## src/rtl/psrm0_fire.sv

```systemverilog
// psrm0_fire - spike-generation stage of the psrm0 neuron.
//
// Takes the registered, clamped membrane sum from the summation stage and
// compares it against the firing threshold. A crossing fires a one-cycle
// spike, and the neuron then stays refractory for REFRAC_CYCLES cycles. The
// leaky decay term v - (v >> DECAY_SHIFT) is fed back to the summation stage.
//
// Optional feature macro: PSRM0_ADAPTIVE_THRESH_EN
//   When it is defined, each spike raises the threshold offset by THRESH_STEP.
//   Each quiet, enabled INTEGRATE cycle lowers the offset by 1.
//
// Ports:
//   clk               clock, rising edge
//   reset             synchronous, active-high reset
//   i_enable          integration enable (INTEGRATE holds when low)
//   i_sum_voltage_ff  registered membrane sum from the summation stage
//   i_threshold       base firing threshold, 0 disables firing
//   i_count_clr       clears the spike counter (priority over increment)
//   o_cond_decay      decay term back to the summation stage (0 outside INTEGRATE)
//   o_spike           one-cycle registered spike pulse
//   o_state           0 INTEGRATE, 1 FIRE, 2 REFRACTORY
//   o_spike_count     saturating spike count
module psrm0_fire #(
  parameter int WIDTH         = 14,
  parameter int DECAY_SHIFT   = 3,
  parameter int REFRAC_CYCLES = 4,
  parameter int V_RESET       = 0,
  parameter int THRESH_STEP   = 64
) (
  input  logic             clk,
  input  logic             reset,
  input  logic             i_enable,
  input  logic [WIDTH-1:0] i_sum_voltage_ff,
  input  logic [WIDTH-1:0] i_threshold,
  input  logic             i_count_clr,
  output logic [WIDTH-1:0] o_cond_decay,
  output logic             o_spike,
  output logic [1:0]       o_state,
  output logic [15:0]      o_spike_count
);

  typedef enum logic [1:0] {
    ST_INTEGRATE  = 2'd0,
    ST_FIRE       = 2'd1,
    ST_REFRACTORY = 2'd2
  } state_t;

  localparam int CW = $clog2(REFRAC_CYCLES + 2);
  localparam logic [CW-1:0] REFRAC_LOAD =
    (REFRAC_CYCLES > 0) ? CW'(REFRAC_CYCLES - 1) : '0;
  localparam logic [WIDTH-1:0] V_RST = WIDTH'(V_RESET);

  state_t           state;
  state_t           state_nxt;
  logic [WIDTH-1:0] v_mem;
  logic [CW-1:0]    refrac_cnt;
  logic             spike_q;
  logic [15:0]      spike_count;
  logic [WIDTH-1:0] eff_thresh;
  logic             fire_now;

`ifdef PSRM0_ADAPTIVE_THRESH_EN
  logic [WIDTH-1:0] thresh_ofs;
  logic [WIDTH:0]   thr_sum;
  logic [WIDTH:0]   ofs_step;

  // One extra bit on each add catches the carry, and any overflow saturates.
  always_comb begin
    thr_sum    = {1'b0, i_threshold} + {1'b0, thresh_ofs};
    eff_thresh = thr_sum[WIDTH] ? '1 : thr_sum[WIDTH-1:0];
    ofs_step   = {1'b0, thresh_ofs} + (WIDTH+1)'(THRESH_STEP);
  end

  always_ff @(posedge clk) begin
    if (reset) begin
      thresh_ofs <= '0;
    end else if (fire_now) begin
      thresh_ofs <= ofs_step[WIDTH] ? '1 : ofs_step[WIDTH-1:0];
    end else if (state == ST_INTEGRATE && i_enable && thresh_ofs != '0) begin
      thresh_ofs <= thresh_ofs - WIDTH'(1);
    end
  end
`else
  always_comb eff_thresh = i_threshold;
`endif

  always_comb begin
    fire_now = (state == ST_INTEGRATE) && i_enable && (i_threshold != '0) &&
               (i_sum_voltage_ff >= eff_thresh);
  end

  // State register plus datapath registers
  always_ff @(posedge clk) begin
    if (reset) begin
      state       <= ST_INTEGRATE;
      v_mem       <= '0;
      refrac_cnt  <= '0;
      spike_q     <= 1'b0;
      spike_count <= '0;
    end else begin
      state   <= state_nxt;
      spike_q <= fire_now;
      case (state)
        ST_INTEGRATE: begin
          if (i_enable) v_mem <= i_sum_voltage_ff;
        end
        ST_FIRE: begin
          v_mem      <= V_RST;
          refrac_cnt <= REFRAC_LOAD;
        end
        ST_REFRACTORY: begin
          v_mem <= V_RST;
          if (refrac_cnt != '0) refrac_cnt <= refrac_cnt - CW'(1);
        end
        default: v_mem <= V_RST;
      endcase
      // A clear in the same cycle as a new spike leaves exactly that spike counted
      if (i_count_clr)
        spike_count <= {15'd0, fire_now};
      else if (fire_now && spike_count != '1)
        spike_count <= spike_count + 16'd1;
    end
  end

  // Next-state logic
  always_comb begin
    state_nxt = state;
    case (state)
      ST_INTEGRATE:  if (fire_now) state_nxt = ST_FIRE;
      ST_FIRE:       state_nxt = (REFRAC_CYCLES == 0) ? ST_INTEGRATE : ST_REFRACTORY;
      ST_REFRACTORY: if (refrac_cnt == '0) state_nxt = ST_INTEGRATE;
      default:       state_nxt = ST_INTEGRATE;
    endcase
  end

  // Outputs
  always_comb begin
    o_cond_decay  = '0;
    if (state == ST_INTEGRATE)
      o_cond_decay = v_mem - (v_mem >> DECAY_SHIFT);
    o_spike       = spike_q;
    o_state       = state;
    o_spike_count = spike_count;
  end

endmodule

```

## config.mk

```make
export PLATFORM = sky130hd
export DESIGN_NAME = psrm0_fire
export DESIGN_NICKNAME = d
export VERILOG_FILES = /design/src/rtl/psrm0_fire.sv
export SDC_FILE = /design/constraint.sdc
export NUM_CORES = 1
export LEC_CHECK = 0
export CAP_MARGIN = 40
export CORE_MARGIN = 5
export CORE_UTILIZATION = 30
export DETAILED_ROUTE_END_ITERATION = 8
export PLACE_DENSITY = 0.66
export REMOVE_ABC_BUFFERS = 1
export SYNTH_ARGS = -nofsm -noshare
export SYNTH_HDL_FRONTEND = slang
export SYNTH_SLANG_ARGS = --single-unit
```

## constraint.sdc

```tcl
create_clock -name clk -period 2.05 [get_ports clk]
set_input_delay 0.3075 -clock clk [delete_from_list [all_inputs] [get_ports clk]]
set_output_delay 0.3075 -clock clk [all_outputs]
set_load 0.05 [all_outputs]
```

==> results.toml <==
[cts]
cts.root.buffer_cell = "clkbuf_8"
hold_buffers = 0
clock_latency_ns = 0.29
clk_path_buf_depth = 2
clk_pin_slew_ns = 0.07
htree_levels = 2
cts_buffers = 5
cts.sinks = 36
cts_tree = "built"

[timing]
finClkSkew_ns = 0.00375
setup_viol = 12
slew_violations = 0
tightest_slew_ns = 0.511
finalWorstSetupSlack_ns = -0.632
fin_crit_sh = 1.31
fin_crit_ns = 2.68
rsz0062_at_grt = "yes"
setup_tns_ns = -5.29
hold_violations = 0
clock.fmax_ghz = 0.373
slew_headroom = 0.659

[worst_setup_path]
reg2reg_depth = 5
critPathMostFrequentCell = "a21oi_2"
cp_max_fo = 3
worstPathCellList = "ha_4 -> inv_2 -> fa_2 -> a21oi_4 -> o2111ai_2 -> a21oi_2 -> buf_4 -> a21oi_2 -> xnor2_1 -> nor2_2 -> buf_12"
cp-start-kind = "register"
critical_path_class = "register to output pin"
crit_cells = 11
cpMaxStageDelayCell = "fa_2"
crit_path_max_incr_delay_ns = 0.38
cp.required_ns = 1.74
cp_top_family = "compound AO/OA/AOI/OAI gates"
endpoint_kind = "output pin"
cp_num_buf_inv = 3
crit_arrival_ns = 2.37

[floorplan]
core-area_sq_mm = 0.00868
die_w_um = 104
rows = 34
fp.dieH_um = 104
io_pins = 65
die-area_sq_mm = 0.0108
initial_utilization = 0.306

[pwr]
vdd_drop_max_mv = 0.393
p_per_area_mw_per_mm2 = 700
p_total_mw = 3.13
p_leak_nw = 1.89

[layout]
post-route-util = 0.516
drive_gt1_frac = 0.389
instances_no_fill = 581
num_antenna_cells = 0
syn_to_final_growth_pct = 68.8
nNetsFinal = 534
n_fill_cell = 812

[detailed_routing]
vias_per_cell = 5.13
drt_iter0_drc = 115
drcViolationCount = 0
vias = 2980
ant_nets = 0
avgRoutedWirePerCell_um = 14.5
drt-total-wl_mm = 8.43
firstDrtPassIters = 6

[place]
io_buffers = 64
gp_congestion = 0.844
numPlacedInstances = 562
dpl.hpwl_mm = 6.26

[job]
cap_violations = 0

[min_path]
hold_depth = 3
hold_class = "primary input to register"

[global_route]
track_usage = 0.154
grt_remaining_overflow = 0
grt_pass1_vias = 3008
grt_max_degree = 21
grt_pass1_wl_mm = 14.2
antenna_found_initial = 0

[logic_synthesis]
ys_top_cells_by_count = "nor2_1, dfxtp_1, inv_1"
synthDominantCellAreaShare = 0.272
netlist_instances = 343
async_reset_ff_frac = 0
ys_warn_count = 0
syn_area_per_cell_sq_um = 7.73
synth_largest_area_cell = "dfxtp_1"
ys_types = 43
seq_area_frac_synth = 0.272
synth.most_common_cell = "nor2_1"
netlist_top_cells_area = "dfxtp_1, ha_1, nor2_1"
synthFlopType = "dfxtp_1"
ys_ff_latch = 36
synth_area_sq_mm = 0.00265
synth_edf_count = 0

[run_status]
outcome = "finished with violations"
violations = "setup timing"
metrics by stage:
stage          setup slack [ns]  hold slack (ns)  area [sq um]
2_1_floorplan            -0.705            0.377          2590
3_3_place_gp             -0.599            0.476          3970
3_5_place_dp             -0.688            0.485          3970
4_1_cts                  -0.681            0.438          4410
5_1_grt                  -0.751            0.340          4470
6_report                 -0.632            0.298          4470
path summary, 6_finish.rpt:
| path | slack (ns) | start | endpoint |
|---|---|---|---|
| setup / recovery | -0.63 | v_mem[3]$_SDFFE_PP0P_ | o_cond_decay[10] |
| hold / removal | 0.30 | i_sum_voltage_ff[6] | v_mem[6]$_SDFFE_PP0P_ |
| setup reg to reg | 0.16 | o_spike_count[8]$_SDFFE_PP0P_ | o_spike_count[3]$_SDFFE_PP0P_ |
| hold reg to reg | 0.50 | o_spike_count[9]$_SDFFE_PP0P_ | o_spike_count[9]$_SDFFE_PP0P_ |
routing by layer:
layer / global-route usage / up-vias / part of all wire
li1: - / 1484 / -
met1: 0.193 / 1396 / 0.44
met2: 0.266 / 86 / 0.50
met3: 0.0304 / 14 / 0.043
met4: 0.0463 / 0 / 0.018
met5: 0 / - / 0
cell type report:
cell class	count	area, sq um	share of cell area
clock buffer	7	96.3	0.0215
sequential	36	729	0.163
tap	108	135	0.0302
timing repair buffer	136	1280	0.285
multi-input combinational	259	2110	0.471
inverter	35	131	0.0294
cells by family (layout without fill, tap and decap cells):
logic type      after synthesis  after routing  share of synthesized area
compound gates               71             71                      0.165
fa+ha+maj                    29             29                      0.140
simple gates                130            130                      0.246
flops                        36             36                      0.272
xor+xnor                     12             12                     0.0396
buf+inv                      48            178                     0.0736
mux                          17             17                     0.0642
tightest hold or removal path: stages:
cell and delay, ns:
clkbuf_2 0.11, mux2i_1 0.07, nor2_1 0.07
cell usage in the layout, fill, tap and decap left out, drive strengths merged, types with 3 or more instances in the layout:
cell / Yosys / routed
buf: 6 / 88
nor2: 49 / 49
dfxtp: 36 / 36
inv: 35 / 35
a21oi: 29 / 29
ha: 28 / 28
clkdlybuf4s50: 0 / 22
clkbuf: 7 / 21
mux2i: 17 / 17
nand2: 15 / 15
nand3: 12 / 12
xnor2: 11 / 11
o21ai: 11 / 11
nand4: 9 / 9
o31ai: 9 / 9
dlygate4sd2: 0 / 7
and3: 7 / 7
nor4: 7 / 7
or4: 6 / 6
or3: 5 / 5
nor2b: 5 / 5
clkdlybuf4s15: 0 / 4
a211oi: 4 / 4
o21a: 3 / 3
nand2b: 3 / 3
nor3: 3 / 3
power breakdown:
| part | switching, mW | internal [mW] |
|---|---|---|
| sequential | 0.0178 | 0.727 |
| combinational | 0.925 | 0.901 |
| clock | 0.261 | 0.299 |
registers in the layout (all words and copies together), names as in the netlist:
signal and flops:
o_spike_count 16, o_spike 1, o_state 2, refrac_cnt 3
v_mem 14
what timing repair did:
item                                    4_1_cts  5_1_grt
endpoints found under the setup margin       29       28
pin swaps                                    45       28
hold endpoints to repair                      0        0
resized for setup                            94       62
buffers inserted                             10        2
gates cloned                                  1        0
No activity file was read; power rests on OpenSTA's default activity.
==> edit (config.mk and constraints unchanged) <==
Change the parameter `WIDTH` from 14 to 28.
--- a/src/rtl/psrm0_fire.sv
+++ b/src/rtl/psrm0_fire.sv
@@ -23,3 +23,3 @@
 module psrm0_fire #(
-  parameter int WIDTH         = 14,
+  parameter int WIDTH         = 28,
   parameter int DECAY_SHIFT   = 3,
Ports: changed (resized i_sum_voltage_ff, i_threshold and o_cond_decay); port bits go from 65 to 107. The function was not compared with the original's and may differ.
==> edit against the unedited design <==
The flow still finishes with violations (negative setup slack). Synthesized cell count is 60% higher. Routed wire length is 87% higher. Total power grew 88%. Final area up 73%. Sequential cell count up 14. Synthesized area is 63% higher. Critical path depth rose by 4. Worst setup slack lost 0.58 ns. First-iteration DRC count is 98% higher. Non-clock buffer count rose by 132. Worst hold slack lost 0.034 ns. Die area rose by 56%. Critical endpoint is now o_cond_decay[24]. Largest cell class unchanged.
==> edit: results (changes against the unedited design) <==
| Metric | Value |
|---|---|
| Status | finished with violations |
| Failing checks | negative setup slack |
| Setup Total Neg Slack | -24.17 ns (-18.88 ns) |
| GRT Util Overall | 18.2% (+2.7 points) |
| GP Congestion | 0.866 (+2.6%) |
| PortBufs | 106 (+66%) |
| DRT Pass-1 Iters | 4 (-2) |
| PnR worst setup slack | -1.21 ns (-0.583 ns) |
| Peak VDD IR | 0.352 mV (-11%) |
| Largest stage delay, worst path | 0.35 ns (-0.03 ns) |
| Fillers | 1185 (+46%) |
| Initial antenna violation count | 5 (+5) |
| Dpl ws | -1.13 ns (-0.439 ns) |
| Htree depth | 2 (unchanged) |
| CTS Buf Count | 5 (unchanged) |
| Total wire length | 15.7 mm (+87%) |
| First-pass GRT wire length | 25.1 mm (+77%) |
| # setup viols final | 39 (+27) |
| Slew headroom | 64.8% (-1.1 points) |
| Synth area leaders | dfxtp_1 (23%), ha_1 (16%), mux2i_1 (7.4%) |
| Final #Nets | 921 (+72%) |
| Unique masters post-synth | 56 (+30%) |
| HP Class | in2reg |
| Crit Reg-Reg Startpoint | o_spike_count[4]$_SDFFE_PP0P_ |
| Clock transition at the registers of the reported paths | 0.07 ns (about the same) |
| Commonest cells post-synth | nor2_1 (78), inv_1 (61), ha_1 (56) |
| Delay-heaviest family, CP | compound AO/OA/AOI/OAI gates |
| Largest register FFs | 28 (+12) |
| Seq/Total Area, Yosys | 23.2% (-4.0 points) |
| CTS Root Cell | clkbuf_16 |
| Leak Pwr | 3.59 nW (+90%) |
| Share of cells above drive strength 1 | 47.2% (+8.3 points) |
| Worst Setup SP | v_mem[0]$_SDFFE_PP0P_ |
| Clk_lat worst skew | 0.28 ns |
| Hpwl dp | 11.9 mm (+90%) |
| Initial DRC Count | 228 (+98%) |
| Largest net degree at the start of global routing | 29 (+38%) |
| CP arrival | 2.96 ns (+0.59 ns) |
| Fin Clk Skew | 0.00346 ns (-0.000291 ns) |
| Primary FF master, synth | dfxtp_1 |
| HP Start | i_sum_voltage_ff[0] |
| Vias | 4942 (+66%) |
| Vias in the first global route | 5324 (+77%) |
-- edit: cell types whose count changed in the layout (fill, tap and decap cells not counted), moves of 10 or more --
| cell | unedited run | this run |
|---|---|---|
| a21o_1 | 1 | 24 |
| buf_12 | 15 | 25 |
| buf_2 | 3 | 29 |
| buf_4 | 67 | 152 |
| buf_6 | 3 | 14 |
| dfxtp_1 | 31 | 43 |
| ha_1 | 18 | 30 |
| ha_4 | 10 | 23 |
| inv_1 | 26 | 42 |
| mux2i_1 | 17 | 31 |
| nor2_1 | 40 | 67 |
| xor2_1 | 1 | 14 |
-- edit: worst register-to-register path, cell delays in order, from the launching register on --
cell	delay (ns)
dfxtp_1	0.32
and4_1	0.23
and3_4	0.19
and4_4	0.19
nand4_2	0.12
nor2_4	0.07
nor2_8	0.14
nand4_1	0.17
buf_4	0.20
or3_1	0.30
a21oi_1	0.15
-- edit: final timing paths --
| path | slack [ns] | cells after the start | endpoint |
|---|---|---|---|
| hold reg to reg | 0.52 | 2 | o_spike_count[11]$_SDFFE_PP0P_ |
| hold / removal | 0.26 | 3 | v_mem[0]$_SDFFE_PP0P_ |
| setup reg to reg | -0.10 | 10 | o_spike_count[5]$_SDFFE_PP0P_ |
| setup / recovery | -1.21 | 15 | o_cond_decay[24] |
-- edit: kinds of logic after synthesis --
family	after synthesis	share of synthesized area (%)
compound gates	124	19.0
simple gates	176	20.6
fa+ha+maj	57	16.7
xor+xnor	28	5.68
flops	50	23.2
mux	33	7.68
buf+inv	81	7.10
-- edit: where the power goes --
group | switching, mW | internal [mW]
Clock | 0.373 | 0.572
Combinational | 1.97 | 1.91
Sequential | 0.0351 | 1.02
Total | 2.37 | 3.50
-- edit: layout make-up --
type,count,area share (%)
diodes,2,0.0647
repair buffers,268,31.5
well taps,180,2.91
multi-input cells,418,47.4
clock inverters,3,0.517
inverters,61,3.02
clock buffers,5,1.62
flip-flops and latches,50,13.0
-- edit: timing repair --
action	in CTS	in global routing
setup buffers	22	9
resized for setup	285	73
pin swaps	94	71
setup endpoints to repair	44	43
-- edit: layer usage --
metal / part of all wire (%) / wire, um / track usage, % / up-vias
met1: 39 / 6060 / 20.1 / 2336
met4: 3.3 / 512 / 4.95 / 6
met5: 0.27 / 42 / 0 / -
li1: - / - / - / 2443
met3: 4.8 / 759 / 4.22 / 44
met2: 53 / 8350 / 34.6 / 113
-- edit: stage by stage --
stage / instance area (um^2) / cells / utilization (%)
final: 7740 / 987 / 55.3
after global routing: 7740 / 987 / 55.3
after CTS: 7550 / 979 / 54.0
after detailed placement: 6810 / 950 / 48.7
after global placement: 6810 / 950 / 48.7
after floorplan: 4240 / 529 / -
